### config.mk
export PLATFORM = sky130hd
export DESIGN_NAME = spiral_consent_frontend_flat
export DESIGN_NICKNAME = d
export VERILOG_FILES = /design/src/rtl/spiral_pkg.sv /design/src/rtl/spiral_consent_frontend_if.sv /design/src/rtl/spiral_header_fields.sv /design/src/rtl/spiral_consent_frontend.sv /design/src/flat_wrapper.sv
export SDC_FILE = /design/constraint.sdc
export NUM_CORES = 1
export LEC_CHECK = 0
export ABC_AREA = 1
export CAP_MARGIN = 20
export CORE_MARGIN = 5
export CORE_UTILIZATION = 25
export CTS_CLUSTER_SIZE = 14
export DETAILED_ROUTE_END_ITERATION = 8
export MAX_ROUTING_LAYER = met4
export PLACE_DENSITY = 0.57
export SYNTH_ARGS = -nofsm -noshare
export SYNTH_HDL_FRONTEND = slang
export SYNTH_SLANG_ARGS = --single-unit
### constraint.sdc
create_clock -name clk -period 3.2 [get_ports clk]
set_clock_uncertainty 0.15 [all_clocks]
set_input_delay 0.64 -clock clk [delete_from_list [all_inputs] [get_ports clk]]
set_output_delay 0.64 -clock clk [all_outputs]
set_load 0.01 [all_outputs]
### src/rtl/spiral_pkg.sv
// Shared definitions for the SPIRAL consent front end: header field map,
// score width and the consent_state encoding.
package spiral_pkg;

    localparam int HDR_W   = 144;
    localparam int SCORE_W = 7;

    localparam int WIN_MSB = 143;
    localparam int WIN_LSB = 132;
    localparam int WIN_W   = WIN_MSB - WIN_LSB + 1;

    localparam int ENT_MSB = 131;
    localparam int ENT_LSB = 126;
    localparam int ENT_W   = ENT_MSB - ENT_LSB + 1;

    localparam int FBV_MSB = 125;
    localparam int FBV_LSB = 118;
    localparam int FBV_W   = FBV_MSB - FBV_LSB + 1;

    localparam int CC_MSB  = 117;
    localparam int CC_LSB  = 113;
    localparam int CC_W    = CC_MSB - CC_LSB + 1;

    localparam int PT_MSB  = 112;
    localparam int PT_LSB  = 109;
    localparam int PT_W    = PT_MSB - PT_LSB + 1;

    localparam int CS_MSB  = 108;
    localparam int CS_LSB  = 107;
    localparam int CS_W    = CS_MSB - CS_LSB + 1;

    localparam int RSV_MSB = CS_LSB - 1;

    typedef enum logic [CS_W-1:0] {
        NONE    = 2'd0,
        PENDING = 2'd1,
        GRANTED = 2'd2,
        REVOKED = 2'd3
    } consent_state_t;

endpackage

### src/rtl/spiral_consent_frontend_if.sv
// Header ingress and decision bus of the consent front end; master drives
// headers, slave is the front end producing the registered decision.
interface spiral_consent_frontend_if #(
    parameter int FB_CNT_W = 16
);
    import spiral_pkg::*;

    logic                 in_valid;
    logic [HDR_W-1:0]     consent_header;
    logic [SCORE_W-1:0]   pmq_threshold;

    logic                 out_valid;
    logic [WIN_W-1:0]     coherence_window_id;
    logic [ENT_W-1:0]     phase_entropy_index;
    logic [FBV_W-1:0]     fallback_vector;
    logic [CC_W-1:0]      complecount_trace;
    logic [PT_W-1:0]      payload_type;
    logic [CS_W-1:0]      consent_state;
    logic                 coherence_valid;
    logic                 trigger_fallback;
    logic [31:0]          rpp_fallback_address;
    logic [FB_CNT_W-1:0]  fallback_count;

    modport master (
        output in_valid, consent_header, pmq_threshold,
        input  out_valid, coherence_window_id, phase_entropy_index, fallback_vector,
               complecount_trace, payload_type, consent_state, coherence_valid,
               trigger_fallback, rpp_fallback_address, fallback_count
    );

    modport slave (
        input  in_valid, consent_header, pmq_threshold,
        output out_valid, coherence_window_id, phase_entropy_index, fallback_vector,
               complecount_trace, payload_type, consent_state, coherence_valid,
               trigger_fallback, rpp_fallback_address, fallback_count
    );

endinterface

### src/rtl/spiral_header_fields.sv
// Combinational slicer: splits the raw consent header into its six fields.
module spiral_header_fields
    import spiral_pkg::*;
(
    input  logic [HDR_W-1:0] header,
    output logic [WIN_W-1:0] window_id,
    output logic [ENT_W-1:0] entropy,
    output logic [FBV_W-1:0] fb_vec,
    output logic [CC_W-1:0]  complecount,
    output logic [PT_W-1:0]  payload,
    output logic [CS_W-1:0]  consent
);

    logic unused_reserved;

    assign window_id   = header[WIN_MSB:WIN_LSB];
    assign entropy     = header[ENT_MSB:ENT_LSB];
    assign fb_vec      = header[FBV_MSB:FBV_LSB];
    assign complecount = header[CC_MSB:CC_LSB];
    assign payload     = header[PT_MSB:PT_LSB];
    assign consent     = header[CS_MSB:CS_LSB];

    // Reserved tail carries nothing for this stage.
    assign unused_reserved = ^header[RSV_MSB:0];

endmodule

### src/rtl/spiral_consent_frontend.sv
// Registered consent front end: field slice, coherence score, fallback address
// and saturating fallback counter. Optional macro SPIRAL_CONSENT_GATE_EN.
module spiral_consent_frontend
    import spiral_pkg::*;
#(
    parameter int FB_CNT_W = 16
) (
    input  logic clk,
    input  logic reset,
    spiral_consent_frontend_if.slave bus
);

    function automatic logic [FB_CNT_W-1:0] sat_inc(input logic [FB_CNT_W-1:0] v);
        return (&v) ? v : v + 1'b1;
    endfunction

    logic [WIN_W-1:0]   window_id;
    logic [ENT_W-1:0]   entropy;
    logic [FBV_W-1:0]   fb_vec;
    logic [CC_W-1:0]    complecount;
    logic [PT_W-1:0]    payload;
    logic [CS_W-1:0]    consent;

    logic [SCORE_W-1:0] score;
    logic               coh;
    logic               trig;
    logic [31:0]        addr;

    logic               vld_p1;
    logic [WIN_W-1:0]   window_id_p1;
    logic [ENT_W-1:0]   entropy_p1;
    logic [FBV_W-1:0]   fb_vec_p1;
    logic [CC_W-1:0]    complecount_p1;
    logic [PT_W-1:0]    payload_p1;
    logic [CS_W-1:0]    consent_p1;
    logic               coh_p1;
    logic               trig_p1;
    logic [31:0]        addr_p1;
    logic [FB_CNT_W-1:0] count_p1;

    spiral_header_fields u_fields (
        .header      (bus.consent_header),
        .window_id   (window_id),
        .entropy     (entropy),
        .fb_vec      (fb_vec),
        .complecount (complecount),
        .payload     (payload),
        .consent     (consent)
    );

    // Max score is 63 + 62 = 125, so 7 bits never overflow.
    assign score = {1'b0, entropy} + {1'b0, complecount, 1'b0};

`ifdef SPIRAL_CONSENT_GATE_EN
    assign coh = (score >= bus.pmq_threshold) && (consent != NONE);
`else
    assign coh = (score >= bus.pmq_threshold);
`endif

    assign trig = ~coh;
    assign addr = trig ? {fb_vec, window_id, payload, 8'h00} : 32'h0;

    // Stage p0 -> p1: single register stage for every output.
    always_ff @(posedge clk) begin
        if (reset) begin
            vld_p1         <= 1'b0;
            window_id_p1   <= '0;
            entropy_p1     <= '0;
            fb_vec_p1      <= '0;
            complecount_p1 <= '0;
            payload_p1     <= '0;
            consent_p1     <= '0;
            coh_p1         <= 1'b0;
            trig_p1        <= 1'b0;
            addr_p1        <= '0;
            count_p1       <= '0;
        end else begin
            vld_p1 <= bus.in_valid;
            if (bus.in_valid) begin
                window_id_p1   <= window_id;
                entropy_p1     <= entropy;
                fb_vec_p1      <= fb_vec;
                complecount_p1 <= complecount;
                payload_p1     <= payload;
                consent_p1     <= consent;
                coh_p1         <= coh;
                trig_p1        <= trig;
                addr_p1        <= addr;
                if (trig) begin
                    count_p1 <= sat_inc(count_p1);
                end
            end
        end
    end

    assign bus.out_valid            = vld_p1;
    assign bus.coherence_window_id  = window_id_p1;
    assign bus.phase_entropy_index  = entropy_p1;
    assign bus.fallback_vector      = fb_vec_p1;
    assign bus.complecount_trace    = complecount_p1;
    assign bus.payload_type         = payload_p1;
    assign bus.consent_state        = consent_p1;
    assign bus.coherence_valid      = coh_p1;
    assign bus.trigger_fallback     = trig_p1;
    assign bus.rpp_fallback_address = addr_p1;
    assign bus.fallback_count       = count_p1;

endmodule

### src/flat_wrapper.sv
// flat-port wrapper written by rule: the top's interface ports become plain ports
module spiral_consent_frontend_flat import spiral_pkg::*;
#(
    parameter int FB_CNT_W = 16
)
  (clk, reset, bus_in_valid, bus_consent_header, bus_pmq_threshold, bus_out_valid, bus_coherence_window_id, bus_phase_entropy_index, bus_fallback_vector, bus_complecount_trace, bus_payload_type, bus_consent_state, bus_coherence_valid, bus_trigger_fallback, bus_rpp_fallback_address, bus_fallback_count);
  spiral_consent_frontend_if #(.FB_CNT_W(FB_CNT_W)) bus_i ();
  input  logic clk;
  input  logic reset;
  input wire logic [$bits(bus_i.in_valid)-1:0] bus_in_valid;
  input wire logic [$bits(bus_i.consent_header)-1:0] bus_consent_header;
  input wire logic [$bits(bus_i.pmq_threshold)-1:0] bus_pmq_threshold;
  output wire logic [$bits(bus_i.out_valid)-1:0] bus_out_valid;
  output wire logic [$bits(bus_i.coherence_window_id)-1:0] bus_coherence_window_id;
  output wire logic [$bits(bus_i.phase_entropy_index)-1:0] bus_phase_entropy_index;
  output wire logic [$bits(bus_i.fallback_vector)-1:0] bus_fallback_vector;
  output wire logic [$bits(bus_i.complecount_trace)-1:0] bus_complecount_trace;
  output wire logic [$bits(bus_i.payload_type)-1:0] bus_payload_type;
  output wire logic [$bits(bus_i.consent_state)-1:0] bus_consent_state;
  output wire logic [$bits(bus_i.coherence_valid)-1:0] bus_coherence_valid;
  output wire logic [$bits(bus_i.trigger_fallback)-1:0] bus_trigger_fallback;
  output wire logic [$bits(bus_i.rpp_fallback_address)-1:0] bus_rpp_fallback_address;
  output wire logic [$bits(bus_i.fallback_count)-1:0] bus_fallback_count;
  assign bus_i.in_valid = bus_in_valid;
  assign bus_i.consent_header = bus_consent_header;
  assign bus_i.pmq_threshold = bus_pmq_threshold;
  assign bus_out_valid = bus_i.out_valid;
  assign bus_coherence_window_id = bus_i.coherence_window_id;
  assign bus_phase_entropy_index = bus_i.phase_entropy_index;
  assign bus_fallback_vector = bus_i.fallback_vector;
  assign bus_complecount_trace = bus_i.complecount_trace;
  assign bus_payload_type = bus_i.payload_type;
  assign bus_consent_state = bus_i.consent_state;
  assign bus_coherence_valid = bus_i.coherence_valid;
  assign bus_trigger_fallback = bus_i.trigger_fallback;
  assign bus_rpp_fallback_address = bus_i.rpp_fallback_address;
  assign bus_fallback_count = bus_i.fallback_count;
  spiral_consent_frontend #(.FB_CNT_W(FB_CNT_W)) u_core (.clk(clk), .reset(reset), .bus(bus_i));
endmodule
**Word-level counts from Yosys, hierarchy flattened**

Index checks and enable logic that the tools add are counted.

- $add $sub $neg: 2
- Order comparisons: 1
- Mux-type cells: 1
- Bitwise logic cells: 2
- Reductions and logical operators: 2

Operator list:

| cell | number |
|---|---|
| $mux W32 | 1 |
| $add A16 B1 Y16 const B | 1 |
| $reduce_and A16 Y1 | 1 |
| $add A6 B6 Y7 | 1 |
| $ge A7 B7 Y1 | 1 |
| $reduce_and A3 Y1 | 1 |
| $not A1 Y1 | 2 |

- Register bits after elaboration: 88
- Input port bits: 154
- Output and inout port bits: 88
- Word-level logic and storage cells: 19

**Depth between registers and ports, before layout**

Gate-level depths: netlist of run 1.

- Word-level depth: 4
- Mapped depth: 16
- Mapped depth without buffers: 16

**By module**

A second synthesis of run 1 with hierarchy kept.

- Cells, all modules: 553
- Area, all modules: 3962.6 um^2

By module, submodules not included:

| module | times used | cells each | area an instance (um^2) | seq. area each (um^2) |
|---|---|---|---|---|
| spiral_consent_frontend | 1 | 516 | 3684.8 | 1601.5 |
| spiral_header_fields | 1 | 37 | 277.8 | 0.0 |

**Worst setup path before layout of run 1**

No wires, ideal clock.

- Path type: input port to flip-flop
- From: input port bus_consent_header[113]
- To: register u_core.count_p1[11], in the netlist u_core.bus.fallback_count[11]
- Library setup time: 0.068 ns
- Data arrival time: 2.702 ns
- Slack: 0.280 ns
- Stages: 16
- Cells stage by stage: ha_1 inv_1 fa_1 o21ai_0 xor2_1 ha_1 nand2_1 inv_1 nand2_1 nand2_1 inv_1 nand2_1 nor2_2 buf_2 nand2_1 a21oi_2

- Longest elaborated chain between the ends: 4

RTL lines:

| what | RTL line | text |
|---|---|---|
| start, declared | flat_wrapper.sv:11 | `input wire logic [$bits(bus_i.consent_header)-1:0] bus_consent_header;` |
| $add A6 B6 Y7 | spiral_consent_frontend.sv:52 | `assign score = {1'b0, entropy} + {1'b0, complecount, 1'b0};` |
| $ge A7 B7 Y1 | spiral_consent_frontend.sv:57 | `assign coh = (score >= bus.pmq_threshold);` |
| $not A1 Y1 | n/a |  |
| $reduce_and A3 Y1 (no source line) | n/a |  |
| end signal, assigned | spiral_consent_frontend.sv:90 | `count_p1 <= sat_inc(count_p1);` |
| end, declared | spiral_consent_frontend.sv:39 | `logic [FB_CNT_W-1:0] count_p1;` |

No other way between the ends.
A chain may end at the register's enable or synchronous reset.

**Worst setup path in the final report of run 1**

- From: input port bus_consent_header[114]
- To: register u_core.count_p1[10], in the netlist u_core.bus.fallback_count[10]

The elaborated chain is that of the path after synthesis.

==> results of run 1 <==
-- timing repair --
item	CTS	global route
setup buffers	1	1
gates resized for setup	8	11
setup endpoints to repair	38	42
pin swaps	1	6
cloned	1	1
-- metal layers --
metal / up-vias / GRT usage, % / share of wire (%)
met2: 90 / 20.6 / 46
met4: 0 / 7.18 / 2.6
met3: 19 / 2.88 / 4.2
li1: 1733 / - / -
met5: - / - / 0
met1: 1539 / 16.6 / 47
-- layout by cell type (no fill, tap or decap), types with 5 or more instances in the layout --
| master | synthesis | routed |
|---|---|---|
| buf_4 | 8 | 13 |
| o21ai_1 | 2 | 5 |
| clkinvlp_4 | 0 | 5 |
| nor2_1 | 56 | 55 |
| ha_1 | 13 | 12 |
| a21oi_2 | 7 | 7 |
| nand2_2 | 9 | 13 |
| clkdlybuf4s50_1 | 0 | 122 |
| nand3_1 | 11 | 11 |
| conb_1 | 1 | 8 |
| inv_1 | 29 | 29 |
| a21oi_1 | 55 | 55 |
| xor2_1 | 10 | 10 |
| dfxtp_1 | 80 | 80 |
| nand2_1 | 123 | 119 |
| clkbuf_16 | 0 | 9 |
| o21ai_0 | 21 | 16 |
-- cell usage after synthesis --
| cell type | instances | area share, % |
|---|---|---|
| conb_1 | 1 | 0.11 |
| nand4_1 | 1 | 0.18 |
| buf_4 | 8 | 1.7 |
| nand2_4 | 1 | 0.32 |
| inv_1 | 29 | 3.1 |
| nor2_2 | 2 | 0.36 |
| a21oi_2 | 7 | 1.8 |
| nand2_1 | 123 | 13 |
| nand3_1 | 11 | 1.6 |
| xor2_1 | 10 | 2.5 |
| nor2_1 | 56 | 6.0 |
| xnor2_1 | 4 | 1.0 |
| fa_1 | 1 | 0.57 |
| nand2_2 | 9 | 1.6 |
| clkbuf_1 | 15 | 1.6 |
| buf_8 | 1 | 0.43 |
| buf_2 | 5 | 0.72 |
| o21ai_1 | 2 | 0.29 |
| nor3_1 | 1 | 0.14 |
| o21ai_0 | 21 | 3.0 |
| nor2_4 | 1 | 0.32 |
| inv_2 | 2 | 0.21 |
| a21oi_4 | 1 | 0.47 |
| a21oi_1 | 55 | 7.9 |
| ha_1 | 13 | 4.7 |
| o21bai_1 | 1 | 0.21 |
| o211ai_1 | 1 | 0.21 |
| dfxtp_1 | 80 | 46 |
-- logic make-up after synthesis --
group,Yosys count
flip-flops,80
XOR/XNOR,14
AND/OR/NAND/NOR,205
buffers and inverters,60
other,1
adder cells (fa/ha/maj),14
AO/OA/AOI/OAI,88
-- layout make-up --
cell class	count	share of cell area, %
diodes	1	0.0465
clock buffers	9	4.19
clock inverters	7	1.35
inverters	31	2.16
multi-input cells	330	31.5
flip-flops and latches	80	29.8
well taps	180	4.19
repair buffers	144	26.8
-- power breakdown --
part | internal (mW) | leakage (nW) | switching (mW) | total, mW
sequential | 1.07 | 0.659 | 0.0533 | 1.12
clock | 0.602 | 0.130 | 0.425 | 1.03
combinational | 0.309 | 1.34 | 0.291 | 0.599
-- state kept, by name, summed over array words and instances (netlist names) --
name                             cells
u_core.bus.payload_type              4
u_core.bus.coherence_window_id      12
u_core.bus.rpp_fallback_address     24
u_core.bus.complecount_trace         5
u_core.bus.consent_state             2
u_core.bus.phase_entropy_index       6
u_core.bus.fallback_count           16
u_core.bus.trigger_fallback          1
u_core.bus.coherence_valid           1
u_core.bus.fallback_vector           8
u_core.bus.out_valid                 1
-- through the flow --
| stage | utilization, % | cells | hold WS [ps] | setup WS [ps] | power, mW |
|---|---|---|---|---|---|
| 4_1_cts | 38.7 | 779 | 311 | -13.2 | 2.78 |
| 5_1_grt | 39.1 | 782 | 330 | 10.2 | 2.91 |
| 3_3_place_gp | 36.1 | 761 | 299 | -463 | 1.69 |
| 6_report | 39.1 | 782 | 309 | 150 | 2.75 |
| 2_1_floorplan | - | 469 | 336 | 280 | 1.41 |
| 3_5_place_dp | 36.1 | 761 | 302 | -467 | 1.69 |
-- worst reg2reg max path, delay by kind of cell, from the launching register on --
| family | cells | cell delay [ps] |
|---|---|---|
| adders and majority gates | 1 | 250 |
| DFF | 1 | 350 |
| and+or+nand+nor | 8 | 1190 |
-- how the worst min path moves through the flow --
stage	end	slack (ps)	depth (start not counted)
after floorplan	u_core.bus.coherence_window_id[11]	340	2
after global placement	u_core.bus.coherence_window_id[9]	300	2
after detailed placement	u_core.bus.coherence_window_id[1]	300	2
after CTS	u_core.bus.coherence_window_id[1]	310	2
after global routing	u_core.bus.rpp_fallback_address[14]	330	2
final	u_core.bus.coherence_window_id[1]	310	2
==> results.cfg, run 1 <==
[final_layout]
final_area_um2 = 5380
multi_input_area_um2 = 1690
register_area_um2 = 1600
final_nets = 764
final.fill_count = 1428
area_growth_pct = 53.9
final_layout_size_suffix_gt1_share_pct = 11.5

[clock_tree]
clk_path_buf_depth = 2
cts_max_level = 3
clk_pin_slew_worst_paths_ps = 60
cts_hold_buf = 0
cts_sinks = 80
numCtsBuffers = 9
clk_latency_ps = 340
cts_tree = done
cts_root_buf = clkbuf_16

[setup_path]
reg2regPathDepth = 9
worstPathArrival_ps = 3130
crit_cells = 15
cp-start-kind = primary input
critical_path_class = primary input to flop
worst-path-max-fanout = 8
cp_slowest_cell = clkdlybuf4s50_1
crit_path_cell_trace = clkdlybuf4s50_1 > buf_4 > ha_1 > nand3_1 > nand3_1 > a21oi_1 > o21bai_1 > ha_1 > a21oi_1 > nand2_2 > a21oi_4 > buf_12 > nand2_4 > nor2_1 > nor2_1
cp_num_buf_inv = 3
worstSetupEndpoint = u_core.bus.fallback_count[10]
cp.required_ps = 3280
critical-path-top-delay-family = buffers and inverters
setup.worst_path.end_class = flop
r2r_end = u_core.bus.fallback_count[10]
crit_start = bus_consent_header[114]
r2r_start = u_core.bus.fallback_count[0]
critical-path-max-stage-delay_ps = 420
rrSetupSlack_ps = 1160

[detailed_routing]
dr.pass1.iters = 4
vias = 3381
drt-initial-drc-count = 232
ant_nets = 0
routed_via_density = 4.32
wl_um = 10700
wl_per_cell_um = 13.7
drc = 0

[power]
peakVddDrop_uv = 225
p_leak_nw = 2.12
p_per_area_nw_per_um2 = 511

[synth]
synth_adder_area_share_pct = 5.23
seq_area_frac_synth_pct = 45.8
ys_types = 28
syn_area_um2 = 3500
synth-seq-cells = 80
avgSynthCellArea_um2 = 7.57
synth_xor_area_share_pct = 3.51
synth-compound-area-share_pct = 13.8
synthMuxAreaShare_pct = 0
syn_inst = 462
yosys.area_share.simple_pct = 23.7
ys.warnings.count = 0
synth_top_family_by_area = simple AND/OR/NAND/NOR gates

[sta]
worst_pin_slew_ps = 830
finalCriticalPeriod_ps = 3050
period_share_pct = 95.3
final-setup-viol-count = 0
fmax_mhz = 328
max_slew_margin_pct = 44.6
tns_ps = 0
rsz0062_at_grt = false
maxSlewViolCount = 0
finalHoldViolCount = 0

[floorplan]
fp.dieW_um = 128
initial_core_util_pct = 25.4
dieHeight_um = 128
core_area_um2 = 13800
fp-row-count = 43
io_pins = 242
die_area_um2 = 16400

[placement]
routabilityCongestion = 0.863
dp_hpwl_um = 7340
io_buffers = 126
placed_area_um2 = 4970

[grt]
grtUsageTotal_pct = 13.5
grt_max_degree = 48
antenna_found_initial = 1
grt_pass1_wl_um = 16800
overflow = 0
grt_pass1_vias = 3321

[worst_hold_path]
hp-start = u_core.bus.coherence_window_id[1]
hold_path.class = flop to flop

[status]
status = complete, no violations

[job]
maxCapViolCount = 0
Power figures use the tool's default switching activity.
==> run 2: changes to the inputs <==
- ABC_AREA: 1 -> 0
- PLACE_DENSITY: 0.57 -> 0.58
==> results.cfg, run 2 <==
[setup_path]
worst-path-max-fanout = 8
critical_path_class = primary input to flop
cp_slowest_cell = clkdlybuf4s50_1
cp.required_ps = 3320
critical-path-top-delay-family = buffers and inverters
crit_path_cell_trace = clkdlybuf4s50_1 > ha_4 > buf_4 > a21oi_1 > xnor2_1 > ha_1 > nand2_4 > o211ai_4 > a21o_4 > or4_4 > a21oi_2
rrSetupSlack_ps = 920
critical-path-max-stage-delay_ps = 530
setup.worst_path.end_class = flop
cp-start-kind = primary input
cp_num_buf_inv = 2
worstPathArrival_ps = 3250

[detailed_routing]
routed_via_density = 4.61
dr.pass1.iters = 4
drc = 0
vias = 3280
ant_nets = 0
wl_per_cell_um = 15.0
drt-initial-drc-count = 139
wl_um = 10700

[final_layout]
fin_cells = 712
final_common_cell = clkdlybuf4s50_1
final.fill_count = 1344
area_growth_pct = 58.3
final_area_um2 = 5400
largest_reg_flops = 24
final_nets = 701
final_layout_size_suffix_gt1_share_pct = 14.6
final_util_pct = 40.6
n_antenna_cell = 0
mostFrequentLayoutCells = clkdlybuf4s50_1 (117), dfxtp_1 (80), nand2_1 (76), a21oi_1 (53), nor2_1 (24)

[power]
peakVddDrop_uv = 282
p_per_area_nw_per_um2 = 480
p_total_mw = 2.59
p_leak_nw = 2.09

[synth]
ys.warnings.count = 0
ys_types = 43
netlist.area_leader.share_pct = 47.0
synth_most_common_cell = dfxtp_1
synth_edf_count = 0
seq_area_frac_synth_pct = 47.0
avgSynthCellArea_um2 = 8.65
syn_area_um2 = 3410
synth_top_area_cell = dfxtp_1
synthTopCellsByArea = dfxtp_1 (47%), a21oi_1 (9.0%), nand2_1 (8.5%)
syn_inst = 394
async_flop_share_pct = 0
synth-seq-cells = 80
ys_top_cells_by_count = dfxtp_1 (80), nand2_1 (77), a21oi_1 (61)
synth_flop_cell = dfxtp_1

[floorplan]
die_area_um2 = 16100
core_area_um2 = 13300
fp.dieW_um = 127
initial_core_util_pct = 25.6
io_pins = 242
fp-row-count = 42
dieHeight_um = 127

[sta]
finalCriticalPeriod_ps = 3130
fmax_mhz = 319
worst_pin_slew_ps = 695
tns_ps = 0
max_slew_margin_pct = 53.7
finalWorstSetupSlack_ps = 66.3
maxSlewViolCount = 0
period_share_pct = 97.9
finalHoldViolCount = 0
holdWs_ps = 314
final-setup-viol-count = 0

[clock_tree]
clk_pin_slew_worst_paths_ps = 60
clk_latency_ps = 340
cts_tree = done
cts_max_level = 3
clk_path_buf_depth = 2
cts_root_buf = clkbuf_16
numCtsBuffers = 9
cts_hold_buf = 0
cts_sinks = 80

[grt]
grt_max_degree = 34
grtUsageTotal_pct = 13.3
grt_pass1_wl_um = 16800
antenna_found_initial = 0
grt_pass1_vias = 3280
overflow = 0

[placement]
dp_slack_ps = -707
dpl.cell_count = 696
dp_hpwl_um = 7590
io_buffers = 126
placed_area_um2 = 4940
routabilityCongestion = 0.760

[job]
maxCapViolCount = 0

[status]
status = complete, no violations

[worst_hold_path]
hold_path.class = flop to flop
==> run 2: changes by cell type after synthesis, sizes merged, moves of 4 or more <==
cell,change
nand2,-56
nor2,-34
inv,-16
mux2i,+16
o21ai,-15
xor2,-10
buf,+8
clkbuf,-7
o31ai,+6
or4,+6
nand4,+4
nor2b,+4
==> run 2: routing by layer <==
layer	track usage, %	vias to the layer above	share of wire (%)
met3	3.53	14	6.4
met4	5.55	0	1.6
li1	-	1625	-
met1	16.6	1539	45
met2	20.4	102	47
met5	-	-	0
==> run 2: worst register-to-register path, delay by kind of cell (launching register included) <==
kind          cells  cell delay (ps)
flops             1              480
mux               1              300
simple gates      4             1250
==> run 2: cell type report <==
cell class	count	area [um^2]	area share, %
multi-input combinational	277	1810	33.5
sequential	80	1600	29.7
timing repair buffer	150	1440	26.6
clock buffer	10	229	4.24
tap	176	220	4.08
inverter	15	56.3	1.04
clock inverter	4	47.5	0.881
==> run 2: kinds of logic (layout without fill, tap and decap cells) <==
logic type / count (synthesis) / after routing / synth area share, %
and+or+nand+nor: 143 / 143 / 19.6
DFF: 80 / 80 / 47.0
other: 1 / 8 / 0.110
adders and majority gates: 14 / 14 / 5.36
buffers and inverters: 45 / 179 / 6.35
AOI/OAI and AO/OA: 90 / 91 / 15.4
xor gates and xnor gates: 3 / 3 / 0.771
muxes: 18 / 18 / 5.36
==> run 2: timing repair <==
action | CTS | global route
cloned | 1 | 0
setup buffers | 1 | 0
resized for setup | 21 | 30
pin swaps | 6 | 20
endpoints found under the setup margin | 41 | 37
==> run 2: path summary, 6_finish.rpt <==
path	from	endpoint	cells past startpoint
worst max-delay path	bus_consent_header[116]	u_core.bus.fallback_count[13]	11
worst min-delay path	u_core.bus.coherence_window_id[8]	u_core.bus.coherence_window_id[8]	2
worst max register to register	u_core.bus.fallback_count[6]	u_core.bus.fallback_count[2]	5
worst min register to register	u_core.bus.coherence_window_id[8]	u_core.bus.coherence_window_id[8]	2
==> run 2: power breakdown <==
group	leakage [nW]	switching (mW)	total, mW	internal [mW]
clock	0.134	0.399	0.992	0.593
sequential	0.656	0.0301	1.08	1.05
combinational	1.30	0.249	0.519	0.270
==> run 3: changes to the inputs <==
- CTS_CLUSTER_DIAMETER: not set -> 150
- PLACE_DENSITY: 0.58 -> 0.65
==> results.cfg, run 3 (synthesis results as in run 2) <==
[setup_path]
critical-path-max-stage-delay_ps = 360
setup.worst_path.end_class = flop
worstPathArrival_ps = 3200
crit_top_cell = inv_2
worst-path-max-fanout = 11
cp_slowest_cell = fa_2
crit_path_cell_trace = buf_6 > ha_4 > inv_2 > fa_2 > inv_2 > a21o_1 > a21oi_2 > xnor2_1 > ha_2 > nand2_2 > o211ai_2 > a21o_4 > buf_4 > bufbuf_16 > or3_1 > a21oi_1
critical_path_class = primary input to flop
cp-start-kind = primary input
cp.required_ps = 3320
reg2regPathDepth = 5

[job]
maxCapViolCount = 0

[sta]
finalHoldViolCount = 0
worst_pin_slew_ps = 560
holdWs_ps = 312
final-setup-viol-count = 0
period_share_pct = 96.3
max_slew_margin_pct = 62.4
finalWorstSetupSlack_ps = 120
fmax_mhz = 325
maxSlewViolCount = 0
finalCriticalPeriod_ps = 3080
tns_ps = 0

[grt]
overflow = 0
grt_pass1_vias = 3209
antenna_found_initial = 0
grt_pass1_wl_um = 16400
grtUsageTotal_pct = 13.2
grt_max_degree = 48

[final_layout]
n_antenna_cell = 0
area_growth_pct = 60.2
largest_reg_flops = 24
final_common_cell = clkdlybuf4s50_1
mostFrequentLayoutCells = clkdlybuf4s50_1 (116), dfxtp_1 (80), nand2_1 (76), a21oi_1 (56)
final_layout_size_suffix_gt1_share_pct = 14.7
final_nets = 706

[detailed_routing]
ant_nets = 0
wl_um = 10300
drc = 0
drt-initial-drc-count = 112
routed_via_density = 4.57
dr.pass1.iters = 5
vias = 3285
wl_per_cell_um = 14.4

[floorplan]
die_area_um2 = 16100
core_area_um2 = 13300
fp-row-count = 42
io_pins = 242
fp.dieW_um = 127
dieHeight_um = 127
initial_core_util_pct = 25.6

[clock_tree]
cts_tree = done
cts_root_buf = clkbuf_16
cts_hold_buf = 0
clk_latency_ps = 330
clk_path_buf_depth = 2
numCtsBuffers = 9
cts_max_level = 3
cts_sinks = 80
clk_pin_slew_worst_paths_ps = 60

[power]
peakVddDrop_uv = 280
p_leak_nw = 2.11
p_per_area_nw_per_um2 = 483

[worst_hold_path]
min_path_cells = 2
hold_path.class = flop to flop

[placement]
routabilityCongestion = 0.815
dp_hpwl_um = 7410
dp_slack_ps = -642
io_buffers = 126

[status]
status = complete, no violations
-- run 3: changes by cell type in the layout (fill, tap and decap cells not counted), moves of 3 or more --
| cell | change |
|---|---|
| or4_4 | -4 |
| dlygate4sd2_1 | +4 |
| clkbuf_2 | -4 |
| buf_4 | +3 |
| a21oi_1 | +3 |
| dlymetal6s2s_1 | -3 |
| or4_1 | +4 |
-- run 3: per-layer routing --
metal  track usage, %  up-vias  wire, um
met5                -        -         0
met4             4.86        0        98
met3             3.83       11       723
met2             20.3      114      4680
met1             16.5     1520      4840
li1                 -     1640         -
-- run 3: final timing paths --
check	startpoint	slack (ps)	end
max	bus_consent_header[113]	120	u_core.bus.fallback_count[0]
min reg2reg	u_core.bus.rpp_fallback_address[23]	310	u_core.bus.rpp_fallback_address[23]
max reg2reg	u_core.bus.fallback_count[5]	1050	u_core.bus.fallback_count[2]
min	u_core.bus.rpp_fallback_address[23]	310	u_core.bus.rpp_fallback_address[23]
-- run 3: through the flow --
stage / total power, mW / cells / instance area (um^2) / util, %
global placement: 1.57 / 696 / 4960 / 37.3
finish: 2.64 / 719 / 5460 / 41.1
detailed placement: 1.57 / 696 / 4960 / 37.3
floorplan: 1.31 / 401 / 3440 / -
CTS: 2.68 / 719 / 5430 / 40.8
global route: 2.76 / 719 / 5460 / 41.1
-- run 3: worst max-delay path, delay by kind of cell --
family | cells | cell delay, ps
adder cells (fa/ha/maj) | 3 | 790
buffers and inverters | 5 | 560
AND/OR/NAND/NOR | 2 | 380
XOR/XNOR | 1 | 150
AO/OA/AOI/OAI | 5 | 660
-- run 3: area by class of cell --
class / count / area, um^2
multi-input cells: 276 / 1740
well taps: 176 / 220
repair buffers: 156 / 1540
clock buffers: 12 / 246
inverters: 15 / 56.3
clock inverters: 4 / 53.8
flip-flops and latches: 80 / 1600
fillers: 1314 / 7840
-- run 3: where the power goes --
group	internal [mW]	leakage, nW	switching, mW
combinational	0.296	1.31	0.239
sequential	1.05	0.656	0.0297
clock	0.627	0.139	0.394
total	1.97	2.11	0.663
-- run 3: repair_timing --
action / in CTS / in global routing
cloned: 2 / 0
pin swaps: 24 / 14
resized for setup: 38 / 13
endpoints found under the setup margin: 41 / 14
setup buffers: 5 / 0
